--- config.mk ---
export PLATFORM = sky130hd
export DESIGN_NAME = rv_hazard_unit
export DESIGN_NICKNAME = d
export VERILOG_FILES = /design/src/rtl/rv_hazard_unit_pkg.sv /design/src/rtl/rv_hazard_fwd_sel.sv /design/src/rtl/rv_hazard_unit.sv
export SDC_FILE = /design/constraint.sdc
export NUM_CORES = 1
export LEC_CHECK = 0
export CORE_MARGIN = 1.5
export CORE_UTILIZATION = 39
export CTS_CLUSTER_SIZE = 40
export DETAILED_ROUTE_END_ITERATION = 7
export PLACE_DENSITY = 0.79
export SLEW_MARGIN = 20
export SYNTH_ARGS = -nofsm -noshare
export SYNTH_HDL_FRONTEND = slang
export SYNTH_HIERARCHICAL = 1
export SYNTH_SLANG_ARGS = --single-unit
--- constraint.sdc ---
create_clock -name i_clk -period 2.3 [get_ports i_clk]
set_input_delay 0.46 -clock i_clk [delete_from_list [all_inputs] [get_ports i_clk]]
set_output_delay 0.46 -clock i_clk [all_outputs]
set_load 0.005 [all_outputs]
--- src/rtl/rv_hazard_unit_pkg.sv ---
// Shared types and helpers for the RV pipeline hazard controller.
package rv_hazard_unit_pkg;

  localparam int REG_W = 5;

  // Bypass mux select: 0 reads the register file, k+1 selects bypass source k
  localparam int BP_DIRECT   = 0;
  localparam int BP_SRC_BASE = 1;

  typedef enum logic [1:0] {
    S_RUN  = 2'd0,
    S_LOAD = 2'd1,
    S_BUS  = 2'd2,
    S_HALT = 2'd3
  } hazard_state_t;

  // Mux code for bypass source k
  function automatic int bp_code(input int k);
    return BP_SRC_BASE + k;
  endfunction

  // True when a producer writes the consumer's register; x0 never counts
  function automatic logic reg_hit(input logic [REG_W-1:0] rd, input logic [REG_W-1:0] rs);
    return (rd != '0) && (rd == rs);
  endfunction

endpackage

--- src/rtl/rv_hazard_fwd_sel.sv ---
// Priority bypass encoder for one exec operand: the lowest-index (youngest)
// enabled source whose rd matches wins.
module rv_hazard_fwd_sel
  import rv_hazard_unit_pkg::*;
#(
  parameter int FWD_SRCS = 3,
  parameter int BP_W     = 2
) (
  input  logic [REG_W-1:0]                rs,
  input  logic [FWD_SRCS-1:0][REG_W-1:0]  fwd_rd,
  input  logic [FWD_SRCS-1:0]             fwd_we,
  output logic [BP_W-1:0]                 bp
);

  // Scan oldest to youngest so the youngest matching writer overrides
  always_comb begin
    bp = BP_W'(BP_DIRECT);
    for (int k = FWD_SRCS - 1; k >= 0; k--)
      if (fwd_we[k] && reg_hit(fwd_rd[k], rs)) bp = BP_W'(bp_code(k));
  end

endmodule

--- src/rtl/rv_hazard_unit.sv ---
// Pipeline hazard controller: operand bypass select, ALU/load-use stalls,
// branch and post-reset flushes, sticky halt on an illegal instruction.
// Optional feature: define RV_HAZ_PERF_CNT_EN to add saturating stall/flush
// performance counters.
module rv_hazard_unit
  import rv_hazard_unit_pkg::*;
#(
  parameter int EXEC_STAGES = 2,
  parameter int FWD_SRCS    = 3,
  parameter int LOAD_LAT    = 1,
  parameter int RST_FLUSH   = 2,
  localparam int BP_W       = $clog2(FWD_SRCS + 1)
) (
  input  logic                               i_clk,
  input  logic                               i_reset_n,
  input  logic                               i_fetch_bus_ack,
  input  logic [REG_W-1:0]                   i_decode_rs1,
  input  logic [REG_W-1:0]                   i_decode_rs2,
  input  logic                               i_decode_inv,
  input  logic [EXEC_STAGES-1:0][REG_W-1:0]  i_exec_rd,
  input  logic                               i_exec_load,
  input  logic [REG_W-1:0]                   i_exec_rs1,
  input  logic [REG_W-1:0]                   i_exec_rs2,
  input  logic                               i_exec_pc_sel,
  input  logic [FWD_SRCS-1:0][REG_W-1:0]     i_fwd_rd,
  input  logic [FWD_SRCS-1:0]                i_fwd_we,
  output logic [BP_W-1:0]                    o_exec_bp_rs1,
  output logic [BP_W-1:0]                    o_exec_bp_rs2,
  output logic                               o_fetch_stall,
  output logic                               o_decode_stall,
  output logic                               o_decode_flush,
  output logic [EXEC_STAGES-1:0]             o_exec_flush,
`ifdef RV_HAZ_PERF_CNT_EN
  output logic [31:0]                        o_perf_stall_cnt,
  output logic [31:0]                        o_perf_flush_cnt,
`endif
  output logic                               o_inv_instr
);

  localparam int RCNT_W = (RST_FLUSH > 0) ? $clog2(RST_FLUSH + 1) : 1;

  hazard_state_t             state, state_nx;
  logic [2:0]                lcnt, lcnt_nx;
  logic [RCNT_W-1:0]         rst_cnt;
  logic [EXEC_STAGES-1:0]    inv_pipe, inv_pipe_nx;
  logic                      rst_seq, halt, load_use, alu_haz, fsm_stall;
  logic                      fetch_stall_c, decode_stall_c, decode_flush_c;
  logic [EXEC_STAGES-1:0]    ef_c;
  logic [BP_W-1:0]           bp_rs1, bp_rs2;

  // The last exec stage's rd only feeds the bypass network, not ALU hazards
  logic unused_last_rd;
  assign unused_last_rd = ^i_exec_rd[EXEC_STAGES-1];

  rv_hazard_fwd_sel #(.FWD_SRCS(FWD_SRCS), .BP_W(BP_W)) u_fwd_rs1 (
    .rs(i_exec_rs1), .fwd_rd(i_fwd_rd), .fwd_we(i_fwd_we), .bp(bp_rs1)
  );
  rv_hazard_fwd_sel #(.FWD_SRCS(FWD_SRCS), .BP_W(BP_W)) u_fwd_rs2 (
    .rs(i_exec_rs2), .fwd_rd(i_fwd_rd), .fwd_we(i_fwd_we), .bp(bp_rs2)
  );

  assign rst_seq  = (rst_cnt != '0);
  assign halt     = (state == S_HALT);
  assign load_use = i_exec_load &&
                    (reg_hit(i_exec_rd[0], i_decode_rs1) || reg_hit(i_exec_rd[0], i_decode_rs2));

  // Decode operand still being computed in a non-final exec stage
  always_comb begin
    alu_haz = 1'b0;
    for (int j = 0; j < EXEC_STAGES - 1; j++)
      if (reg_hit(i_exec_rd[j], i_decode_rs1) || reg_hit(i_exec_rd[j], i_decode_rs2))
        alu_haz = 1'b1;
  end

  // Load-use / bus-wait FSM; a taken branch squashes the stalled younger
  // instruction, and a retiring illegal instruction overrides everything
  always_comb begin
    state_nx  = state;
    lcnt_nx   = lcnt;
    fsm_stall = 1'b0;
    case (state)
      S_RUN: begin
        if (!i_exec_pc_sel && load_use) begin
          state_nx  = S_LOAD;
          lcnt_nx   = 3'(LOAD_LAT - 1);
          fsm_stall = 1'b1;
        end
      end
      S_LOAD: begin
        if (i_exec_pc_sel) state_nx = S_RUN;
        else begin
          fsm_stall = 1'b1;
          if (lcnt == '0) state_nx = i_fetch_bus_ack ? S_RUN : S_BUS;
          else            lcnt_nx  = lcnt - 3'd1;
        end
      end
      S_BUS: begin
        if (i_exec_pc_sel) state_nx = S_RUN;
        else begin
          fsm_stall = 1'b1;
          if (i_fetch_bus_ack) state_nx = S_RUN;
        end
      end
      default: ;
    endcase
    if (inv_pipe[EXEC_STAGES-1]) state_nx = S_HALT;
  end

  // Illegal-instruction tracker walks alongside the exec stages
  always_comb begin
    inv_pipe_nx    = inv_pipe << 1;
    inv_pipe_nx[0] = i_decode_inv & ~decode_flush_c;
    if (i_exec_pc_sel) inv_pipe_nx = '0;
  end

  // State, counters and invalid pipe
  always_ff @(posedge i_clk) begin
    if (!i_reset_n) begin
      state    <= S_RUN;
      lcnt     <= '0;
      rst_cnt  <= RCNT_W'(RST_FLUSH);
      inv_pipe <= '0;
    end else begin
      state    <= state_nx;
      lcnt     <= lcnt_nx;
      inv_pipe <= inv_pipe_nx;
      if (rst_seq) rst_cnt <= rst_cnt - 1'b1;
    end
  end

  // Stall / flush combination ahead of the reset override
  always_comb begin
    fetch_stall_c  = halt | fsm_stall | ((state == S_RUN) && !i_exec_pc_sel && alu_haz);
    decode_stall_c = fetch_stall_c | ((state == S_RUN) && !i_exec_pc_sel && !i_fetch_bus_ack);
    decode_flush_c = i_exec_pc_sel | halt | rst_seq;
  end

  // Stage 0 takes the bubble behind a decode stall; the final stage holds the
  // branch itself so only the reset sequencer clears it
  for (genvar j = 0; j < EXEC_STAGES; j++) begin : g_ef
    if (j == 0 && EXEC_STAGES > 1) begin : g_first
      assign ef_c[j] = decode_stall_c | i_exec_pc_sel | rst_seq;
    end else if (j == 0) begin : g_only
      assign ef_c[j] = decode_stall_c | rst_seq;
    end else if (j == EXEC_STAGES - 1) begin : g_last
      assign ef_c[j] = rst_seq;
    end else begin : g_mid
      assign ef_c[j] = i_exec_pc_sel | rst_seq;
    end
  end

  // While reset is held the pipe is quiesced: everything flushed, no stalls
  always_comb begin
    o_fetch_stall  = i_reset_n & fetch_stall_c;
    o_decode_stall = i_reset_n & decode_stall_c;
    o_decode_flush = ~i_reset_n | decode_flush_c;
    o_exec_flush   = i_reset_n ? ef_c : '1;
    o_exec_bp_rs1  = i_reset_n ? bp_rs1 : BP_W'(BP_DIRECT);
    o_exec_bp_rs2  = i_reset_n ? bp_rs2 : BP_W'(BP_DIRECT);
    o_inv_instr    = halt;
  end

`ifdef RV_HAZ_PERF_CNT_EN
  // Saturating counters of fetch-stall cycles and branch flushes
  always_ff @(posedge i_clk) begin
    if (!i_reset_n) begin
      o_perf_stall_cnt <= '0;
      o_perf_flush_cnt <= '0;
    end else begin
      if (o_fetch_stall && (o_perf_stall_cnt != '1)) o_perf_stall_cnt <= o_perf_stall_cnt + 32'd1;
      if (i_exec_pc_sel && (o_perf_flush_cnt != '1)) o_perf_flush_cnt <= o_perf_flush_cnt + 32'd1;
    end
  end
`endif

endmodule

==> metrics.csv, run 1 <==
metric,value,unit
ANT nets after route,0,
CP Launch Type,input port,
routed via count,1444,
MaxCap Viol Count,0,
worst skew pair latency,270,ps
Max Slew Vio Count,0,
outcome,"finished, final reports clean",
core area,0.003103,sq mm
Min Hold Slack,472.3,ps
period utilization,98.47,%
die area,0.003661,sq mm
syn_area_per_cell,7.866,sq um
ys flop type,dfxtp_1,
Port Buf Inserts,58,
biggest area consumer among synthesized cells,xor2_1,
placed cell area,0.002038,sq mm
Initial Utilization,41.57,%
top-area cell type share of the netlist area,18.33,%
final setup violation count,0,
Filler Cell Count,292,
nets@finish,305,
Final min period,2265,ps
Initial DRC Count,44,
Setup WS pre-CTS,-627.1,ps
Yosys reg bits,9,
fin cells,287,
Bufs on Longest Clock Path,2,
row count,20,
GRT Util Overall,22.84,%
fin worst setup slack,35.22,ps
Post-synth EDFFs,0,
Vias per Instance,5.031,
Final Hold Fails,0,
Worst Reg-to-Reg Cells,6,
Antenna Cells,0,
CTS tree,done,
largest net degree at the start of global routing,11,
Relative slew margins,76.53,%
Die Ht,60.51,um
clock sink count,9,
IO Pins,64,
pwr dens,448.0,mW/mm^2
cts hold-fix bufs,0,
Placed Cells,282,
vias in the first global route,1517,
first-pass GRT wire length,6.341,mm
initial antenna violation count,0,
Cells after Synth,164,
Inserted Clock Buffers,3,
fmax,0.4415,GHz
Worst VDD drop,0.1698,mV
die width,60.51,um
Worst Setup Path Type,in2out,
skew final,1.675,ps
Final Routed Wirelength,3.937,mm
Tightest Pin Transition,352.1,ps
Mapped Area,0.001290,sq mm
crit-path max FO,2,
sequential area share after synthesis,13.97,%
Netlist cell types,39,
CP arrival,1800,ps
Final Wtd Congestion,0.8363,
DR WL/cell,13.72,um
area grow syn2layout,62.56,%
Hold Path Cell Cnt,1,
worst endpoint required time,1840,ps
RSZ-0062 raised after global routing,true,
Synth Net Count,225,
DR pass1 iterations,4,
GRT Residual Overflow,0,
setup_tns,0,ps
H-tree depth,1,
Hold Path Class,reg2reg,
post-DP HPWL,3.130,mm
most frequent cell after synthesis,xor2_1,
Synth area leaders,"xor2_1 18%, dfxtp_1 14%, ha_1 6.8%",
ys async rst share,0,%
Pleak,0.9105,nW
drt drc,0,
Commonest cells post-synth,"27 x xor2_1, 15 x nand2_1, 11 x inv_1",
post-route cell area,0.002097,sq mm
Root Buffer,clkbuf_4,
Synthesis Warnings,6,
share of cells above drive strength 1,34.57,%
clock transition at the registers of the reported paths,70,ps
Worst setup EP type,output port,
==> report_power, final <==
part           switching (W)  total [W]  internal, W
registers          0.0000228   0.000212     0.000189
clock network      0.0000645   0.000132    0.0000672
logic               0.000297   0.000596     0.000298
==> per-layer routing <==
| layer | vias to the layer above | share of wire (%) | GRT usage (%) |
|---|---|---|---|
| met5 | - | 0 | 0 |
| met4 | 0 | 0.94 | 7.143 |
| met3 | 4 | 4.0 | 5.330 |
| met2 | 33 | 57 | 45.96 |
| met1 | 675 | 38 | 22.81 |
| li1 | 732 | - | - |
==> area by class of cell <==
cell class,instances,area (sq um),area share (%)
clock buffer,4,26.28,1.253
inverter,11,41.29,1.969
multi-input combinational,138,1119,53.34
sequential,9,180.2,8.592
tap,44,55.05,2.625
timing repair buffer,81,675.6,32.22
==> placed cells by master (no fill, tap or decap), types with 4 or more instances in the layout <==
| master | n |
|---|---|
| buf_2 | 7 |
| dlygate4sd2_1 | 17 |
| and2_1 | 5 |
| nand4_1 | 7 |
| o21ai_2 | 5 |
| dfxtp_1 | 9 |
| ha_1 | 6 |
| buf_4 | 21 |
| nand2_1 | 14 |
| xor2_1 | 26 |
| clkdlybuf4s15_2 | 7 |
| clkbuf_2 | 9 |
| clkdlybuf4s50_1 | 12 |
| o21ai_1 | 5 |
| nor2_1 | 4 |
| inv_1 | 11 |
| nor3_2 | 8 |
| xnor2_1 | 7 |
| or2_2 | 6 |
==> metrics by stage <==
step	util [%]	total power (W)
global placement	65.69	0.0007748
detailed placement	65.69	0.0007945
global route	67.58	0.001010
finish	67.58	0.0009395
CTS	66.98	0.0009233
floorplan	-	0.0005526
==> cells by family (layout without fill, tap and decap cells) <==
kind of cell	Yosys count	in the layout	synth area share [%]
flops	9	9	13.97
mux	2	2	1.649
simple gates	62	62	28.61
fa+ha+maj	7	7	6.789
buf+inv	17	96	7.274
xor+xnor	35	35	23.76
compound gates	32	32	17.94
==> critical path: stages <==
cell and delay, ps:
clkdlybuf4s50_1 540, xnor2_1 170, and4_1 220, o21ai_1 60, and2_1 150, clkdlybuf4s15_2 210
==> what timing repair did <==
item | CTS | global route
pin swaps | 30 | 27
setup buffers | 0 | 1
resized for setup | 97 | 37
hold endpoints to repair | 0 | 0
setup endpoints to repair | 8 | 8
==> flip-flops by register name (all words and copies together), names as in the netlist <==
register / flops
state: 2
rst_cnt: 2
inv_pipe: 2
lcnt: 3
==> final timing paths <==
kind / from / end / slack (ps)
worst max register to register: state[0] / state[0] / 560
worst min-delay path: inv_pipe[0] / inv_pipe[1] / 470
worst max-delay path: i_fwd_rd[6] / o_exec_bp_rs2[0] / 40
worst min register to register: inv_pipe[0] / inv_pipe[1] / 470
Note: power is estimated with default switching activity, not from simulation.
==> inputs of run 2 (changes only) <==
--- a/config.mk
+++ b/config.mk
@@ -10,7 +10,6 @@
 export CTS_CLUSTER_SIZE = 40
 export DETAILED_ROUTE_END_ITERATION = 7
 export PLACE_DENSITY = 0.79
-export SLEW_MARGIN = 20
 export SYNTH_ARGS = -nofsm -noshare
 export SYNTH_HDL_FRONTEND = slang
 export SYNTH_HIERARCHICAL = 1
==> results of run 2 <==
No change in the layout: final DEF, timing and power equal those of run 1.
